[config.mk]
export PLATFORM = sky130hd
export DESIGN_NAME = mem_ctrl_flat
export DESIGN_NICKNAME = d
export VERILOG_FILES = /design/src/rtl/mem_ctrl_pkg.sv /design/src/rtl/mem_ctrl_if.sv /design/src/rtl/mem_ctrl_lane.sv /design/src/rtl/mem_ctrl.sv /design/src/flat_wrapper.sv
export SDC_FILE = /design/constraint.sdc
export NUM_CORES = 1
export LEC_CHECK = 0
export ABC_CLOCK_PERIOD_IN_PS = 2500
export CORE_UTILIZATION = 35
export DETAILED_ROUTE_END_ITERATION = 16
export SYNTH_ARGS = -nofsm -noshare
export SYNTH_HDL_FRONTEND = slang
export SYNTH_SLANG_ARGS = --single-unit
export TNS_END_PERCENT = 30
[constraint.sdc]
create_clock -name clk -period 2.5 [get_ports clk]
set_clock_uncertainty 0.1 [all_clocks]
set_input_delay 0.5 -clock clk [delete_from_list [all_inputs] [get_ports clk]]
set_output_delay 0.5 -clock clk [all_outputs]
set_load 0.03 [all_outputs]
[src/rtl/mem_ctrl_pkg.sv]
// Shared types and constants for the mem_ctrl load/store controller.
package mem_ctrl_pkg;

    typedef enum logic [1:0] {
        SZ_BYTE = 2'b00,
        SZ_HALF = 2'b01,
        SZ_WORD = 2'b10,
        SZ_ILL  = 2'b11
    } size_e;

    typedef enum logic [2:0] {
        IDLE,
        RD,
        RMW_RD,
        WR,
        DONE
    } state_e;

    localparam logic [31:0] DATA_BASE_DFLT = 32'h0000_0400;

    // Illegal size code or an address not aligned to the access size.
    function automatic logic is_bad_access(input size_e sz, input logic [1:0] off);
        logic bad;
        case (sz)
            SZ_BYTE: bad = 1'b0;
            SZ_HALF: bad = off[0];
            SZ_WORD: bad = (off != 2'b00);
            default: bad = 1'b1;
        endcase
        return bad;
    endfunction

endpackage

[src/rtl/mem_ctrl_if.sv]
// CPU-side and memory-side bundles of the mem_ctrl controller.
interface mem_ctrl_cpu_if;
    logic        req;
    logic        we;
    logic [1:0]  size;
    logic        sign;
    logic [31:0] addr;
    logic [31:0] wdata;
    logic        ready;
    logic        done;
    logic [31:0] rdata;
    logic        err;

    modport master (output req, we, size, sign, addr, wdata,
                    input  ready, done, rdata, err);
    modport slave  (input  req, we, size, sign, addr, wdata,
                    output ready, done, rdata, err);
endinterface

interface mem_ctrl_mem_if;
    logic [31:0] mem_addr;
    logic        mem_W;
    logic        mem_R;
    logic [31:0] mem_W_data;
    logic [31:0] mem_R_data;

    modport master (output mem_addr, mem_W, mem_R, mem_W_data,
                    input  mem_R_data);
    modport slave  (input  mem_addr, mem_W, mem_R, mem_W_data,
                    output mem_R_data);
endinterface

[src/rtl/mem_ctrl_lane.sv]
// Byte-lane extract/extend for loads and lane merge for sub-word stores.
module mem_ctrl_lane
    import mem_ctrl_pkg::*;
(
    input  logic [31:0] word_i,
    input  logic [1:0]  off_i,
    input  size_e       size_i,
    input  logic        sign_i,
    input  logic [31:0] wdata_i,
    output logic [31:0] load_o,
    output logic [31:0] merge_o
);

    logic [4:0]  sh;
    logic [15:0] lane;

    assign sh   = {off_i, 3'b000};
    assign lane = 16'(word_i >> sh);

    // Halves are aligned, so the same byte shift serves both widths.
    always_comb begin
        load_o  = word_i;
        merge_o = wdata_i;
        case (size_i)
            SZ_BYTE: begin
                load_o  = {{24{sign_i & lane[7]}}, lane[7:0]};
                merge_o = (word_i & ~(32'h0000_00FF << sh)) | ({24'h0, wdata_i[7:0]} << sh);
            end
            SZ_HALF: begin
                load_o  = {{16{sign_i & lane[15]}}, lane};
                merge_o = (word_i & ~(32'h0000_FFFF << sh)) | ({16'h0, wdata_i[15:0]} << sh);
            end
            default: ;
        endcase
    end

endmodule

[src/rtl/mem_ctrl.sv]
// Single-port load/store controller: aligned word, half and byte accesses
// against a word-wide memory, read-modify-write for sub-word stores.
// Optional build macro MEM_CTRL_WPROT_EN faults stores below DATA_BASE.
//
// state  | meaning
// IDLE   | ready, waiting for req
// RD     | load read cycle, result captured at the edge
// RMW_RD | sub-word store read, merged word captured at the edge
// WR     | write strobe to memory
// DONE   | one-cycle completion pulse (err valid here)
module mem_ctrl
    import mem_ctrl_pkg::*;
#(
    parameter logic [31:0] DATA_BASE = DATA_BASE_DFLT
) (
    input  logic           clk,
    input  logic           rst_n,
    mem_ctrl_cpu_if.slave  cpu,
    mem_ctrl_mem_if.master mem
);

    state_e      state_q, state_d;
    logic [31:0] addr_q, wdata_q, rdata_q;
    size_e       size_q;
    logic        sign_q, err_q;
    logic        accept, fault, prot_hit;
    logic [31:0] lane_load, lane_merge;

    assign accept = (state_q == IDLE) && cpu.req;

`ifdef MEM_CTRL_WPROT_EN
    assign prot_hit = cpu.we && (cpu.addr < DATA_BASE);
`else
    // DATA_BASE only matters when write protection is built in.
    logic unused_base;
    assign unused_base = ^DATA_BASE;
    assign prot_hit    = 1'b0;
`endif

    assign fault = is_bad_access(size_e'(cpu.size), cpu.addr[1:0]) || prot_hit;

    mem_ctrl_lane u_lane (
        .word_i  (mem.mem_R_data),
        .off_i   (addr_q[1:0]),
        .size_i  (size_q),
        .sign_i  (sign_q),
        .wdata_i (wdata_q),
        .load_o  (lane_load),
        .merge_o (lane_merge)
    );

    // State register.
    always_ff @(posedge clk or negedge rst_n) begin
        if (!rst_n) state_q <= IDLE;
        else        state_q <= state_d;
    end

    // Next state; the load/store direction is carried by the state path.
    always_comb begin
        state_d = state_q;
        case (state_q)
            IDLE: begin
                if (cpu.req) begin
                    if (fault)                          state_d = DONE;
                    else if (!cpu.we)                   state_d = RD;
                    else if (size_e'(cpu.size) == SZ_WORD) state_d = WR;
                    else                                state_d = RMW_RD;
                end
            end
            RD:      state_d = DONE;
            RMW_RD:  state_d = WR;
            WR:      state_d = DONE;
            DONE:    state_d = IDLE;
            default: state_d = IDLE;
        endcase
    end

    // Request latch, load result and merged store word; memory data is only
    // captured in the states that assert mem_R.
    always_ff @(posedge clk or negedge rst_n) begin
        if (!rst_n) begin
            addr_q  <= '0;
            size_q  <= SZ_BYTE;
            sign_q  <= 1'b0;
            wdata_q <= '0;
            err_q   <= 1'b0;
            rdata_q <= '0;
        end else begin
            if (accept) begin
                addr_q  <= cpu.addr;
                size_q  <= size_e'(cpu.size);
                sign_q  <= cpu.sign;
                wdata_q <= cpu.wdata;
                err_q   <= fault;
            end
            if (state_q == RD)     rdata_q <= lane_load;
            if (state_q == RMW_RD) wdata_q <= lane_merge;
        end
    end

    // Memory strobes and CPU status decoded from the current state.
    always_comb begin
        mem.mem_addr   = '0;
        mem.mem_R      = 1'b0;
        mem.mem_W      = 1'b0;
        mem.mem_W_data = '0;
        if (state_q != IDLE) mem.mem_addr = {addr_q[31:2], 2'b00};
        case (state_q)
            RD, RMW_RD: mem.mem_R = 1'b1;
            WR: begin
                mem.mem_W      = 1'b1;
                mem.mem_W_data = wdata_q;
            end
            default: ;
        endcase
        cpu.ready = (state_q == IDLE);
        cpu.done  = (state_q == DONE);
        cpu.err   = (state_q == DONE) && err_q;
        cpu.rdata = rdata_q;
    end

endmodule
[src/flat_wrapper.sv]
// flat-port wrapper written by rule: the top's interface ports become plain ports
module mem_ctrl_flat import mem_ctrl_pkg::*;
#(
    parameter logic [31:0] DATA_BASE = DATA_BASE_DFLT
)
  (clk, rst_n, cpu_req, cpu_we, cpu_size, cpu_sign, cpu_addr, cpu_wdata, cpu_ready, cpu_done, cpu_rdata, cpu_err, mem_mem_addr, mem_mem_W, mem_mem_R, mem_mem_W_data, mem_mem_R_data);
  mem_ctrl_cpu_if cpu_i ();
  mem_ctrl_mem_if mem_i ();
  input  logic clk;
  input  logic rst_n;
  input wire logic [$bits(cpu_i.req)-1:0] cpu_req;
  input wire logic [$bits(cpu_i.we)-1:0] cpu_we;
  input wire logic [$bits(cpu_i.size)-1:0] cpu_size;
  input wire logic [$bits(cpu_i.sign)-1:0] cpu_sign;
  input wire logic [$bits(cpu_i.addr)-1:0] cpu_addr;
  input wire logic [$bits(cpu_i.wdata)-1:0] cpu_wdata;
  output wire logic [$bits(cpu_i.ready)-1:0] cpu_ready;
  output wire logic [$bits(cpu_i.done)-1:0] cpu_done;
  output wire logic [$bits(cpu_i.rdata)-1:0] cpu_rdata;
  output wire logic [$bits(cpu_i.err)-1:0] cpu_err;
  output wire logic [$bits(mem_i.mem_addr)-1:0] mem_mem_addr;
  output wire logic [$bits(mem_i.mem_W)-1:0] mem_mem_W;
  output wire logic [$bits(mem_i.mem_R)-1:0] mem_mem_R;
  output wire logic [$bits(mem_i.mem_W_data)-1:0] mem_mem_W_data;
  input wire logic [$bits(mem_i.mem_R_data)-1:0] mem_mem_R_data;
  assign cpu_i.req = cpu_req;
  assign cpu_i.we = cpu_we;
  assign cpu_i.size = cpu_size;
  assign cpu_i.sign = cpu_sign;
  assign cpu_i.addr = cpu_addr;
  assign cpu_i.wdata = cpu_wdata;
  assign cpu_ready = cpu_i.ready;
  assign cpu_done = cpu_i.done;
  assign cpu_rdata = cpu_i.rdata;
  assign cpu_err = cpu_i.err;
  assign mem_mem_addr = mem_i.mem_addr;
  assign mem_mem_W = mem_i.mem_W;
  assign mem_mem_R = mem_i.mem_R;
  assign mem_mem_W_data = mem_i.mem_W_data;
  assign mem_i.mem_R_data = mem_mem_R_data;
  mem_ctrl #(.DATA_BASE(DATA_BASE)) u_core (.clk(clk), .rst_n(rst_n), .cpu(cpu_i), .mem(mem_i));
endmodule
==> results.json <==
{
  "intPower_uw": 5870,
  "drt_first_pass_iters": 6,
  "grt_pass1_vias": 5717,
  "drt_iter0_markers": 435,
  "synth_edf_count": 0,
  "cts_root_buf": "clkbuf_16",
  "grt_overflow": 0,
  "coreArea_um2": 16100,
  "vias": 5620,
  "switching_share": 0.469,
  "status": "finished clean",
  "antenna_found_initial": 0,
  "cts_buffers": 9,
  "finalCritPeriodShare": 0.968,
  "insertion_delay_ns": 0.35,
  "max_freq_ghz": 0.413,
  "hold_viol": 0,
  "cp-start-kind": "flip-flop",
  "yosys_most_used_dff": "dfrtp_1",
  "start_util": 0.364,
  "async_flop_share": 1.00,
  "setup_tns_ns": 0,
  "grt_max_degree": 104,
  "vdd_drop_max_v": 0.000831,
  "cts_hold_buf": 0,
  "path_max_fanout": 13,
  "ant_nets": 0,
  "hold_path_class": "in2async",
  "finalCriticalPeriod_ns": 2.42,
  "cp-end-kind": "output pin",
  "nets": 968,
  "wirelength_mm": 19.5,
  "synthTopCellsByCount": "151 x nand2_1, 103 x dfrtp_1, 51 x nor2b_1",
  "cts_tree": "done",
  "wl_per_cell_um": 18.1,
  "drv_slew": 0,
  "synth-seq-cells": 103,
  "synth_top_area_frac": 0.440,
  "setup_slack_ns": 0.0809,
  "synth.distinct_cells": 40,
  "yosysTopAreaCell": "dfrtp_1",
  "synthTopCellsByArea": "dfrtp_1 44%, nand2_1 9.7%, nor2b_1 5.4%",
  "numClockSinks": 103,
  "num_rows": 46,
  "post_cts_buffers": 0,
  "p_seq_frac": 0.280,
  "grt_use_met3": 0.0617,
  "cts.path.max_buffers": 2,
  "clockPowerShare": 0.136,
  "gp_congestion": 0.853,
  "io_pins": 204,
  "die_h_um": 131,
  "met2_usage": 0.350,
  "grt_pass1_wl_mm": 31.6,
  "drv_cap": 0,
  "grt_use_met1": 0.315,
  "layout-drive-gt1-share": 0.121,
  "postLayoutCellArea_um2": 8450,
  "remaining_drc_errors": 0,
  "utilization": 0.525,
  "die_area_um2": 17300,
  "p_per_area_nw_per_um2": 1310,
  "yosysWarnings": 0,
  "avgSynthCellArea_um2": 8.61,
  "relSlewSlack": 0.605,
  "via_per_inst": 5.19,
  "syn_to_final_growth_pct": 44.1,
  "dp_slack_ns": 0.245,
  "track_usage": 0.231,
  "power_leakage_uw": 0.00381,
  "syn_inst": 681,
  "placed_area_um2": 8160,
  "yosysMostFrequentCell": "nand2_1",
  "criticalPathCategory": "reg2out",
  "setup_viol": 0,
  "p_sw_uw": 5200,
  "power_uw": 11100,
  "yosysSeqAreaShare": 0.440,
  "port_buffers": 201,
  "crit_arrival_ns": 1.82,
  "clkTransAtPathRegs_ns": 0.07,
  "dp_hpwl_mm": 14.6,
  "die_w_um": 131,
  "tightest_slew_ns": 0.592,
  "ctsHtreeMaxLevel": 3,
  "power_frac_comb": 0.584,
  "required_ns": 1.90,
  "n_antenna_cell": 0,
  "syn_area_um2": 5860,
  "top_usage_layer": "met2",
  "rsz0062_at_grt": "no"
}
routing by layer:
metal	up-vias	share of wire
met4	0	0.023
met2	232	0.44
met3	27	0.082
met5	-	0
met1	2665	0.46
li1	2696	-
flip-flops by register name, indices dropped and copies added (netlist names):
register          cells
u_core.sign_q         1
u_core.wdata_q       32
u_core.err_q          1
u_core.cpu.rdata     32
u_core.addr_q        32
u_core.size_q         2
u_core.state_q        3
timing repair:
action | in CTS | in global routing
endpoints found under the setup margin | 63 | 35
pin swaps | 0 | 0
gates resized for setup | 33 | 4
through the flow:
stage / cells / hold slack [ns]
3_5_place_dp: 1066 / 0.355
6_report: 1082 / 0.106
4_1_cts: 1082 / 0.135
5_1_grt: 1082 / 0.156
2_1_floorplan: 682 / 0.104
3_3_place_gp: 1066 / 0.352
cell type report:
class	count	area, µm²
Clock buffer	10	229
Clock inverter	6	83.8
Fill cell	1500	7660
Inverter	4	15.0
Multi-Input combinational cell	518	3030
Sequential cell	103	2580
Tap cell	216	270
Timing Repair Buffer	225	2240
cell families (layout without fill, tap and decap cells):
kind of cell	after synthesis	in the layout	synth area share
mux	13	13	0.0250
compound gates	157	157	0.183
other cells	1	2	0.000639
simple gates	342	342	0.293
flops	103	103	0.440
buf+inv	61	245	0.0501
fa+ha+maj	4	4	0.00853
path summary, 6_finish.rpt:
path	start	to	slack (ns)	cells after the start
max reg2reg	u_core.size_q[0]	u_core.wdata_q[12]	0.37	4
max in group asynchronous	rst_n	u_core.state_q[0]	1.75	2
min reg2reg	u_core.addr_q[28]	u_core.addr_q[28]	0.37	2
min in group clk	u_core.addr_q[28]	u_core.addr_q[28]	0.37	2
max	u_core.state_q[2]	mem_mem_R	0.08	5
min	rst_n	u_core.wdata_q[21]	0.11	2
cell usage in the layout, fill, tap and decap left out, drive strengths merged:
| master | n |
|---|---|
| bufinv | 2 |
| nand4 | 1 |
| and2 | 34 |
| a31oi | 2 |
| a21o | 1 |
| nor2b | 51 |
| a22o | 8 |
| a221oi | 24 |
| buf | 60 |
| a31o | 1 |
| o21ai | 31 |
| clkdlybuf4s50 | 133 |
| o21bai | 1 |
| dfrtp | 103 |
| dlymetal6s2s | 1 |
| o2bb2ai | 15 |
| nand3b | 2 |
| inv | 5 |
| mux2i | 6 |
| or3b | 2 |
| clkbuf | 10 |
| ha | 4 |
| a21oi | 33 |
| nand2 | 151 |
| nor3 | 4 |
| nor3b | 13 |
| conb | 2 |
| mux2 | 7 |
| o31ai | 17 |
| dlygate4sd2 | 31 |
| o21a | 8 |
| o211ai | 1 |
| nor2 | 42 |
| a22oi | 15 |
| nand2b | 10 |
| nand3 | 32 |
| clkinv | 3 |
worst max-delay path: stages, from the launching register on:
cell and delay (ns):
dfrtp_2 0.46, buf_4 0.17, or3b_1 0.39, buf_4 0.19, nand2_1 0.12, buf_12 0.13
power groups by stage:
stage               sequential [µW]  combinational (µW)  clock [µW]
floorplan                      3350                3910           0
global placement               3100                6530           0
detailed placement             3100                6670           0
CTS                            3090                6490        1550
global route                   3210                7030        1610
finish                         3100                6460        1500
No activity file was read; power rests on OpenSTA's default activity.
